### config.mk
export PLATFORM = sky130hd
export DESIGN_NAME = pixel_stream_tx
export DESIGN_NICKNAME = d
export VERILOG_FILES = /design/src/rtl/nav_pkg.sv /design/src/rtl/pix_skid_buf.sv /design/src/rtl/pixel_stream_tx.sv
export SDC_FILE = /design/constraint.sdc
export NUM_CORES = 1
export LEC_CHECK = 0
export ABC_AREA = 1
export BUFFER_PORTS_ARGS = -buffer_cell sky130_fd_sc_hd__buf_2
export CELL_PAD_IN_SITES_DETAIL_PLACEMENT = 0
export CELL_PAD_IN_SITES_GLOBAL_PLACEMENT = 1
export CORE_UTILIZATION = 43
export CTS_CLUSTER_DIAMETER = 60
export DETAILED_ROUTE_END_ITERATION = 6
export GPL_ROUTABILITY_DRIVEN = 0
export PLACE_DENSITY_LB_ADDON = 0.1
export SETUP_SLACK_MARGIN = 0.4
export SYNTH_ARGS = -nofsm -noshare
export SYNTH_HDL_FRONTEND = slang
export SYNTH_SLANG_ARGS = --single-unit
### constraint.sdc
create_clock -name i_clk -period 2.55 [get_ports i_clk]
set_input_delay 0.255 -clock i_clk [delete_from_list [all_inputs] [get_ports i_clk]]
set_output_delay 0.255 -clock i_clk [all_outputs]
set_load 0.03 [all_outputs]
### src/rtl/nav_pkg.sv
// Shared types for the pixel-stream transmitter: FSM states, the beat payload
// carried through the skid buffer, and a width helper.
package nav_pkg;

    localparam int unsigned PIX_W_DEF = 8;
    localparam int unsigned XY_W      = 16;

    typedef enum logic [1:0] {
        StIdle   = 2'd0,
        StRead   = 2'd1,
        StHblank = 2'd2,
        StDrain  = 2'd3
    } tx_state_t;

    typedef struct packed {
        logic [PIX_W_DEF-1:0] data;
        logic [XY_W-1:0]      x;
        logic [XY_W-1:0]      y;
        logic                 sol;
        logic                 eol;
        logic                 sof;
        logic                 eof;
    } pix_beat_t;

    // Counter width for values 0..n-1, never narrower than one bit.
    function automatic int unsigned clog2_min1(input int unsigned n);
        return (n <= 2) ? 1 : $clog2(n);
    endfunction

endpackage

### src/rtl/pix_skid_buf.sv
// Two-entry FIFO holding pixel beats between the RAM return path and the sink.
// Head entry drives the output directly so held outputs are register-stable.
module pix_skid_buf
    import nav_pkg::*;
(
    input  logic       i_clk,
    input  logic       i_rst,
    input  logic       i_in_valid,
    output logic       o_in_ready,
    input  pix_beat_t  i_in_beat,
    output logic       o_out_valid,
    input  logic       i_out_ready,
    output pix_beat_t  o_out_beat,
    output logic [1:0] o_count
);

    pix_beat_t  r_mem [2];
    logic       r_wr_ptr;
    logic       r_rd_ptr;
    logic [1:0] r_count;
    logic       w_push;
    logic       w_pop;

    always_comb begin
        o_in_ready  = (r_count != 2'd2);
        o_out_valid = (r_count != 2'd0);
        o_out_beat  = r_mem[r_rd_ptr];
        o_count     = r_count;
        w_push      = i_in_valid & o_in_ready;
        w_pop       = o_out_valid & i_out_ready;
    end

    always_ff @(posedge i_clk) begin
        if (i_rst) begin
            r_mem[0] <= '0;
            r_mem[1] <= '0;
            r_wr_ptr <= 1'b0;
            r_rd_ptr <= 1'b0;
            r_count  <= 2'd0;
        end else begin
            if (w_push) begin
                r_mem[r_wr_ptr] <= i_in_beat;
                r_wr_ptr        <= ~r_wr_ptr;
            end
            if (w_pop) begin
                r_rd_ptr <= ~r_rd_ptr;
            end
            r_count <= r_count + {1'b0, w_push} - {1'b0, w_pop};
        end
    end

endmodule

### src/rtl/pixel_stream_tx.sv
// Raster-scan pixel source: reads a frame buffer row-major and streams beats with markers.
// Define TEST_PATTERN_EN to replace RAM data with an x^y pattern (mem_rd_en held low).
module pixel_stream_tx
    import nav_pkg::*;
#(
    parameter int unsigned IMG_W  = 64,
    parameter int unsigned IMG_H  = 48,
    parameter int unsigned PIX_W  = PIX_W_DEF,
    parameter int unsigned ADDR_W = 12,
    parameter int unsigned HBLANK = 4
) (
    input  logic              i_clk,
    input  logic              i_rst,
    input  logic              i_start,
    output logic              o_busy,
    output logic              o_done,
    output logic              o_mem_rd_en,
    output logic [ADDR_W-1:0] o_mem_addr,
    input  logic [PIX_W-1:0]  i_mem_rd_data,
    output logic              o_pix_valid,
    input  logic              i_pix_ready,
    output logic [PIX_W-1:0]  o_pix_data,
    output logic [15:0]       o_pix_x,
    output logic [15:0]       o_pix_y,
    output logic              o_pix_sof,
    output logic              o_pix_eof,
    output logic              o_pix_sol,
    output logic              o_pix_eol
);

    localparam int unsigned XW     = clog2_min1(IMG_W);
    localparam int unsigned YW     = clog2_min1(IMG_H);
    localparam int unsigned HW     = clog2_min1(HBLANK + 1);
    localparam int unsigned BEAT_W = PIX_W_DEF;

    tx_state_t         r_state;
    tx_state_t         w_state_next;
    logic [XW-1:0]     r_rd_x;
    logic [YW-1:0]     r_rd_y;
    logic [ADDR_W-1:0] r_mem_addr;
    logic [HW-1:0]     r_hb_cnt;
    logic              r_busy;
    logic              r_done;
    logic              r_inflight;
    logic [XY_W-1:0]   r_inf_x;
    logic [XY_W-1:0]   r_inf_y;
    logic              r_inf_sol;
    logic              r_inf_eol;
    logic              r_inf_sof;
    logic              r_inf_eof;

    logic              w_issue;
    logic              w_x_last;
    logic              w_y_last;
    logic              w_hb_end;
    logic              w_pop;
    logic              w_last_pop;
    logic              w_push;
    logic              w_in_ready;
    logic              w_out_valid;
    logic [1:0]        w_count;
    logic [2:0]        w_occ;
    logic [2:0]        w_cap;
    pix_beat_t         w_in_beat;
    pix_beat_t         w_out_beat;

    always_comb begin
        w_x_last = (r_rd_x == XW'(IMG_W - 1));
        w_y_last = (r_rd_y == YW'(IMG_H - 1));
        w_hb_end = (r_hb_cnt == HW'(HBLANK - 1));
    end

    always_ff @(posedge i_clk) begin
        if (i_rst) begin
            r_state <= StIdle;
        end else begin
            r_state <= w_state_next;
        end
    end

    always_comb begin
        w_state_next = r_state;
        unique case (r_state)
            StIdle: begin
                if (i_start) begin
                    w_state_next = StRead;
                end
            end
            StRead: begin
                if (w_issue && w_x_last) begin
                    if (w_y_last) begin
                        w_state_next = StDrain;
                    end else if (HBLANK == 0) begin
                        w_state_next = StRead;
                    end else begin
                        w_state_next = StHblank;
                    end
                end
            end
            StHblank: begin
                if (w_hb_end) begin
                    w_state_next = StRead;
                end
            end
            StDrain: begin
                if (w_last_pop) begin
                    w_state_next = StIdle;
                end
            end
            default: w_state_next = StIdle;
        endcase
    end

    // A read may issue when the slot it needs is guaranteed free by the time data returns;
    // a handshake this cycle frees one slot, which sustains one pixel per cycle.
    always_comb begin
        w_pop       = w_out_valid & i_pix_ready;
        w_occ       = {1'b0, w_count} + {2'b00, r_inflight};
        w_cap       = 3'd2 + {2'b00, w_pop};
        w_issue     = (r_state == StRead) && (w_occ < w_cap);
        w_last_pop  = (r_state == StDrain) && w_pop && !r_inflight && (w_count == 2'd1);
        w_push      = r_inflight & w_in_ready;
`ifdef TEST_PATTERN_EN
        o_mem_rd_en = 1'b0;
`else
        o_mem_rd_en = w_issue;
`endif
        o_mem_addr  = r_mem_addr;
        o_busy      = r_busy;
        o_done      = r_done;
        o_pix_valid = w_out_valid;
        o_pix_data  = PIX_W'(w_out_beat.data);
        o_pix_x     = w_out_beat.x;
        o_pix_y     = w_out_beat.y;
        o_pix_sol   = w_out_beat.sol;
        o_pix_eol   = w_out_beat.eol;
        o_pix_sof   = w_out_beat.sof;
        o_pix_eof   = w_out_beat.eof;
    end

    always_comb begin
        w_in_beat     = '0;
        w_in_beat.x   = r_inf_x;
        w_in_beat.y   = r_inf_y;
        w_in_beat.sol = r_inf_sol;
        w_in_beat.eol = r_inf_eol;
        w_in_beat.sof = r_inf_sof;
        w_in_beat.eof = r_inf_eof;
`ifdef TEST_PATTERN_EN
        w_in_beat.data = BEAT_W'(r_inf_x[7:0] ^ r_inf_y[7:0]);
`else
        w_in_beat.data = BEAT_W'(i_mem_rd_data);
`endif
    end

    always_ff @(posedge i_clk) begin
        if (i_rst) begin
            r_rd_x     <= '0;
            r_rd_y     <= '0;
            r_mem_addr <= '0;
            r_hb_cnt   <= '0;
            r_busy     <= 1'b0;
            r_done     <= 1'b0;
            r_inflight <= 1'b0;
            r_inf_x    <= '0;
            r_inf_y    <= '0;
            r_inf_sol  <= 1'b0;
            r_inf_eol  <= 1'b0;
            r_inf_sof  <= 1'b0;
            r_inf_eof  <= 1'b0;
        end else begin
            r_inflight <= w_issue;
            r_done     <= w_last_pop;
            // Coordinates and markers ride alongside the read so they meet its data.
            if (w_issue) begin
                r_inf_x   <= XY_W'(r_rd_x);
                r_inf_y   <= XY_W'(r_rd_y);
                r_inf_sol <= (r_rd_x == '0);
                r_inf_eol <= w_x_last;
                r_inf_sof <= (r_rd_x == '0) && (r_rd_y == '0);
                r_inf_eof <= w_x_last && w_y_last;
            end
            unique case (r_state)
                StIdle: begin
                    if (i_start) begin
                        r_rd_x     <= '0;
                        r_rd_y     <= '0;
                        r_mem_addr <= '0;
                        r_busy     <= 1'b1;
                    end
                end
                StRead: begin
                    if (w_issue) begin
                        r_mem_addr <= r_mem_addr + ADDR_W'(1);
                        r_hb_cnt   <= '0;
                        if (!w_x_last) begin
                            r_rd_x <= r_rd_x + XW'(1);
                        end else if (!w_y_last && HBLANK == 0) begin
                            r_rd_x <= '0;
                            r_rd_y <= r_rd_y + YW'(1);
                        end
                    end
                end
                StHblank: begin
                    r_hb_cnt <= r_hb_cnt + HW'(1);
                    if (w_hb_end) begin
                        r_rd_x <= '0;
                        r_rd_y <= r_rd_y + YW'(1);
                    end
                end
                StDrain: begin
                    if (w_last_pop) begin
                        r_busy <= 1'b0;
                    end
                end
                default: ;
            endcase
        end
    end

    pix_skid_buf u_skid (
        .i_clk       (i_clk),
        .i_rst       (i_rst),
        .i_in_valid  (w_push),
        .o_in_ready  (w_in_ready),
        .i_in_beat   (w_in_beat),
        .o_out_valid (w_out_valid),
        .i_out_ready (i_pix_ready),
        .o_out_beat  (w_out_beat),
        .o_count     (w_count)
    );

endmodule

Yosys cells after proc, flatten, opt, wreduce, memory -nomap -nowiden:

Memory sizes are Yosys's and may differ from the RTL's. A register that Yosys moved wholly into a read port is not among the register bits.
Cells that the tools add are included.

* bits in registers: 52
* bits in writable memories: 48
* input port bits: 12
* output and inout bits: 60
* word-level logic and storage cells: 101
* memories: 1

Memory list
* u_skid.r_mem: depth 2, bits a word 24, read ports 1, clocked after memory_dff 1, wr ports 2, RTL line pix_skid_buf.sv:17 `pix_beat_t r_mem [2];`

* add/sub/neg operators: 8
* magnitude comparators: 1
* eq/ne operators: 14
* mux-type cells: 31
* bitwise operators: 5
* reduce and logical (&&, ||, !) cells: 24

Operator list (number)
* 2-to-1 mux 6 bit: 5
* 2-to-1 mux 12 bit: 2
* 2-to-1 mux 24 bit: 1
* one-hot mux 12 bit (2 select lines): 1
* OR reduction 24 bit: 1
* one-hot mux 6 bit (3 select lines): 1
* inequality test 2 bit (second input constant): 7
* adder 12 x 1 -> 12 bit (second input constant): 1
* adder 6 x 1 -> 6 bit (second input constant): 2
* equality test 6 bit (second input constant): 2
* logical NOT 6 bit: 2
* 2-to-1 mux 1 bit: 12
* one-hot mux 6 bit (2 select lines): 1
* nonzero test 2 bit: 5
* AND reduction 3 bit: 3
* 2-to-1 mux 2 bit: 4
* one-hot mux 2 bit (4 select lines): 1
* logical AND 1 bit: 7
* one-hot mux 3 bit (2 select lines): 1
* AND reduction 5 bit: 1
* equality test 2 x 1 -> 1 bit (second input constant): 2
* equality test 2 bit (second input constant): 2
* AND reduction 4 bit: 1
* adder 2 x 1 -> 3 bit: 1
* other kinds (14): 17

Logic depth before layout (Yosys ltp):

* depth after elaboration: 8
* gate-level depth with buffers: 10
* gate-level depth less buffers: 10

Cells and area by module:

Synthesis repeated with hierarchy kept, for this count alone.

* cells, all modules: 637
* area, all modules: 6366.1 µm²

Modules (own cells, without submodules)
* pix_skid_buf: instances 1, cells each 314, area an instance 4065.1 µm², sequential area each 2742.6 µm²
* pixel_stream_tx: instances 1, cells each 323, area an instance 2301.0 µm², sequential area each 960.9 µm²

Least setup slack after synthesis:

Ideal clock, no wire load.

* path kind: reg2reg
* start: reg u_skid.r_count[1] (netlist: u_skid.o_count[1])
* end: mem u_skid.r_mem[1][0] (netlist bit) (enable)
* setup time: 425 ps
* arrival: 1471 ps
* data required time: 2125 ps
* path slack: 655 ps
* cell stages (with the launch flop): 7
* buffers on the path: 1
* clock period less this slack: 1895 ps
* cell sequence: dfxtp_1 inv_2 o21ai_1 inv_1 nand3_1 buf_2 nand2_1

RTL lines
* start, declared: RTL line pix_skid_buf.sv:20 `logic [1:0] r_count;`
* start signal, assigned: RTL line pix_skid_buf.sv:48 `r_count <= r_count + {1'b0, w_push} - {1'b0, w_pop};`
* end, declared: RTL line pix_skid_buf.sv:17

Worst setup path in the final report:

* start: reg u_skid.r_count[0] (netlist: u_skid.o_count[0])
* end: out o_mem_rd_en

* longest elaborated chain between the ends: 5
* elaborated cells between the ends (all ways): 6
* those cells by class: 2 x add/sub; 1 x order compare; 1 x bitwise; 2 x reduce/logical

RTL lines
* nonzero test 2 bit: RTL line pix_skid_buf.sv:26 `o_out_valid = (r_count != 2'd0);`
* bitwise AND 1 bit: RTL line pixel_stream_tx.sv:117 `w_pop = w_out_valid & i_pix_ready;`
* adder 2 x 1 -> 3 bit: RTL line pixel_stream_tx.sv:119 `w_cap = 3'd2 + {2'b00, w_pop};`
* less-than comparator 3 bit (*): RTL line pixel_stream_tx.sv:120 `w_issue = (r_state == StRead) && (w_occ < w_cap);`
* logical AND 1 bit (*): RTL line pixel_stream_tx.sv:120
* end, declared: RTL line pixel_stream_tx.sv:17 `output logic o_mem_rd_en,`

Mark *: on every way between the ends. The rest lies on a longest branch, timed or not.

==> metrics.cfg <==
[hold_path]
hp-start = i_mem_rd_data[4]
hold_class = in -> reg
worstHoldPathCells = 3
hold_path_end = u_skid.r_mem[1][20]$_SDFFCE_PN0P_

[detailed_routing]
drc = 0
drtPass1Iterations = 4
drt_iter0_markers = 120
routedWlPerCell_um = 13.0
drt-total-wl_mm = 9.17
drtAntennaViolNets = 0
viasPerCell = 4.80
vias = 3371

[finish]
final_cell_mix = nor2_1, nand2_1, inv_1, dfxtp_1, buf_2
drive_gt1_share_pct = 22.6
layout_commonest_cell = nor2_1
diodes = 0
syn2layout_area_growth_pct = 11.1
final_cells = 703
nNetsFinal = 585

[floorplan]
pin_count = 72
start_util_pct = 44.8
core_um2 = 10500
rows = 37
chipWidth_um = 106
die_h_um = 106
die_area_um2 = 11300

[global_route]
grt_usage_pct = 17.4
grt_max_degree = 26
grt-ovfl-total = 0
antenna_found_initial = 0
grt_pass1_wl_mm = 15.3
grt_pass1_vias = 3185

[clock_tree]
path_clk_slew_ns = 0.09
holdBufCountCts = 0
htreeDepth = 3
clock-sinks = 101
cts_tree = built
cts.path.max_buffers = 2
clock-root-buffer = clkbuf_8
cts_buffers = 9
clock_latency_ns = 0.36

[placed_design]
portBuffers = 51
hpwl_mm = 6.10
dpl.cell_count = 685

[yosys]
synth_area_um2 = 4680
yosys_warnings = 0
synth_cell_types = 36
synth-seq-cells = 101
synthCells = 507
seq_area_frac_synth_pct = 53.4
synth_area_per_cell_um2 = 9.23

[setup_path]
endpoint_kind = output pin
r2r_cells = 9
worstPathMaxFanout = 8
cp.required_ns = 2.30
r2r_start = u_skid.o_count[0]$_SDFF_PP0_
r2r_end = o_mem_addr[5]$_SDFFE_PP0P_
cp-start-kind = register
path_class = reg -> out
rrSetupSlack_ns = 0.68
crit_arrival_ns = 1.79

[pwr]
p_leak_uw = 0.00217
p_per_area_nw_per_um2 = 737
p_total_uw = 3830
vdd_drop_max_mv = 0.251

[timing]
layout_min_cycle_time_ns = 2.04
fmax_ghz = 0.490
timing.final.crit_share_pct = 80.0
finalHoldViolations = 0
hold_slack_ns = 0.196
tns_ns = 0
rsz0062_at_grt = false
clock_skew_ns = 0.00582
finalSetupViolCount = 0
slew_viol_final = 0

[outcome]
outcome = complete, no violations

[job]
maxCapViolCount = 0

kinds of logic (layout without fill, tap and decap cells):
family / after synthesis / count (layout) / share of synthesized area [%]
other: 1 / 20 / 0.0801
AO/OA/AOI/OAI: 77 / 77 / 8.66
AND/OR/NAND/NOR: 191 / 192 / 18.6
XOR/XNOR: 2 / 2 / 0.374
adder cells (fa/ha/maj): 11 / 11 / 2.94
multiplexers: 24 / 24 / 5.77
buffers and inverters: 100 / 140 / 10.2
flip-flops: 101 / 101 / 53.4
worst max-delay path, cell delays in order (launching register included):
cell	delay, ns
dfxtp_1	0.35
ha_1	0.19
ha_1	0.28
nand2_2	0.15
nand3_4	0.12
inv_4	0.12
buf_2	0.20
cell usage after synthesis (all sizes together):
cell type | instances | share of area (%)
or2 | 2 | 0.27
a21oi | 45 | 5.1
edfxtp | 48 | 31
inv | 65 | 5.3
conb | 1 | 0.080
mux2 | 24 | 5.8
o21bai | 1 | 0.16
nor3 | 7 | 0.75
clkbuf | 5 | 0.40
nor2b | 1 | 0.13
xor2 | 2 | 0.37
nand3 | 21 | 2.9
buf | 30 | 4.5
ha | 11 | 2.9
nand4 | 11 | 1.9
nand2 | 70 | 6.0
dfxtp | 53 | 23
a31oi | 3 | 0.40
nor3b | 1 | 0.16
nor2 | 78 | 6.5
o21ai | 27 | 2.9
a211oi | 1 | 0.16
metal layers:
layer	part of all wire [%]	up-vias	track usage [%]
met3	3.5	14	2.94
li1	-	1744	-
met1	49	1554	22.4
met2	46	59	28.6
met4	2.1	0	7.94
met5	0	-	0
worst max-delay path by stage:
stage	cells after the start	to	startpoint
finish	6	o_mem_rd_en	u_skid.o_count[0]$_SDFF_PP0_
global route	6	o_mem_rd_en	u_skid.o_count[0]$_SDFF_PP0_
CTS	6	o_mem_rd_en	u_skid.o_count[0]$_SDFF_PP0_
detailed placement	6	o_mem_rd_en	u_skid.o_count[0]$_SDFF_PP0_
global placement	6	o_mem_rd_en	u_skid.o_count[0]$_SDFF_PP0_
floorplan	6	u_skid.r_mem[1][0]$_SDFFCE_PN0P_	u_skid.o_count[1]$_SDFF_PP0_
state kept, by name (all words and copies together), names as in the netlist, 2 cells and up, named ones only:
register	flops
r_inf_x	6
r_state	2
r_rd_y	6
r_hb_cnt	3
o_mem_addr	12
u_skid.o_count	2
u_skid.r_mem	48
r_rd_x	6
r_inf_y	6
layout make-up:
type	count	area, um2
Clock buffer	12	145
Clock inverter	4	32.5
Fill cell	1023	5260
Inverter	65	249
Multi-Input combinational cell	326	1790
Sequential cell	101	2500
Tap cell	136	170
Timing Repair Buffer	59	315
per-stage QoR:
step                setup WS (ns)  utilization [%]  instance area (um2)
global placement            0.626             47.8                 5000
global route                0.417             49.7                 5200
CTS                         0.483             49.7                 5200
finish                      0.509             49.7                 5200
floorplan                   0.655                -                 4750
detailed placement          0.570             47.8                 5000
power breakdown:
part           internal (uW)  switching (uW)
clock network            388             548
registers               1830            65.0
logic                    315             692
repair_timing:
item,CTS,global route
endpoints found under the setup margin,1,0
hold endpoints to repair,0,0
resized for setup,1,0
setup buffers,1,0
Note: power is estimated with default switching activity, not from simulation.
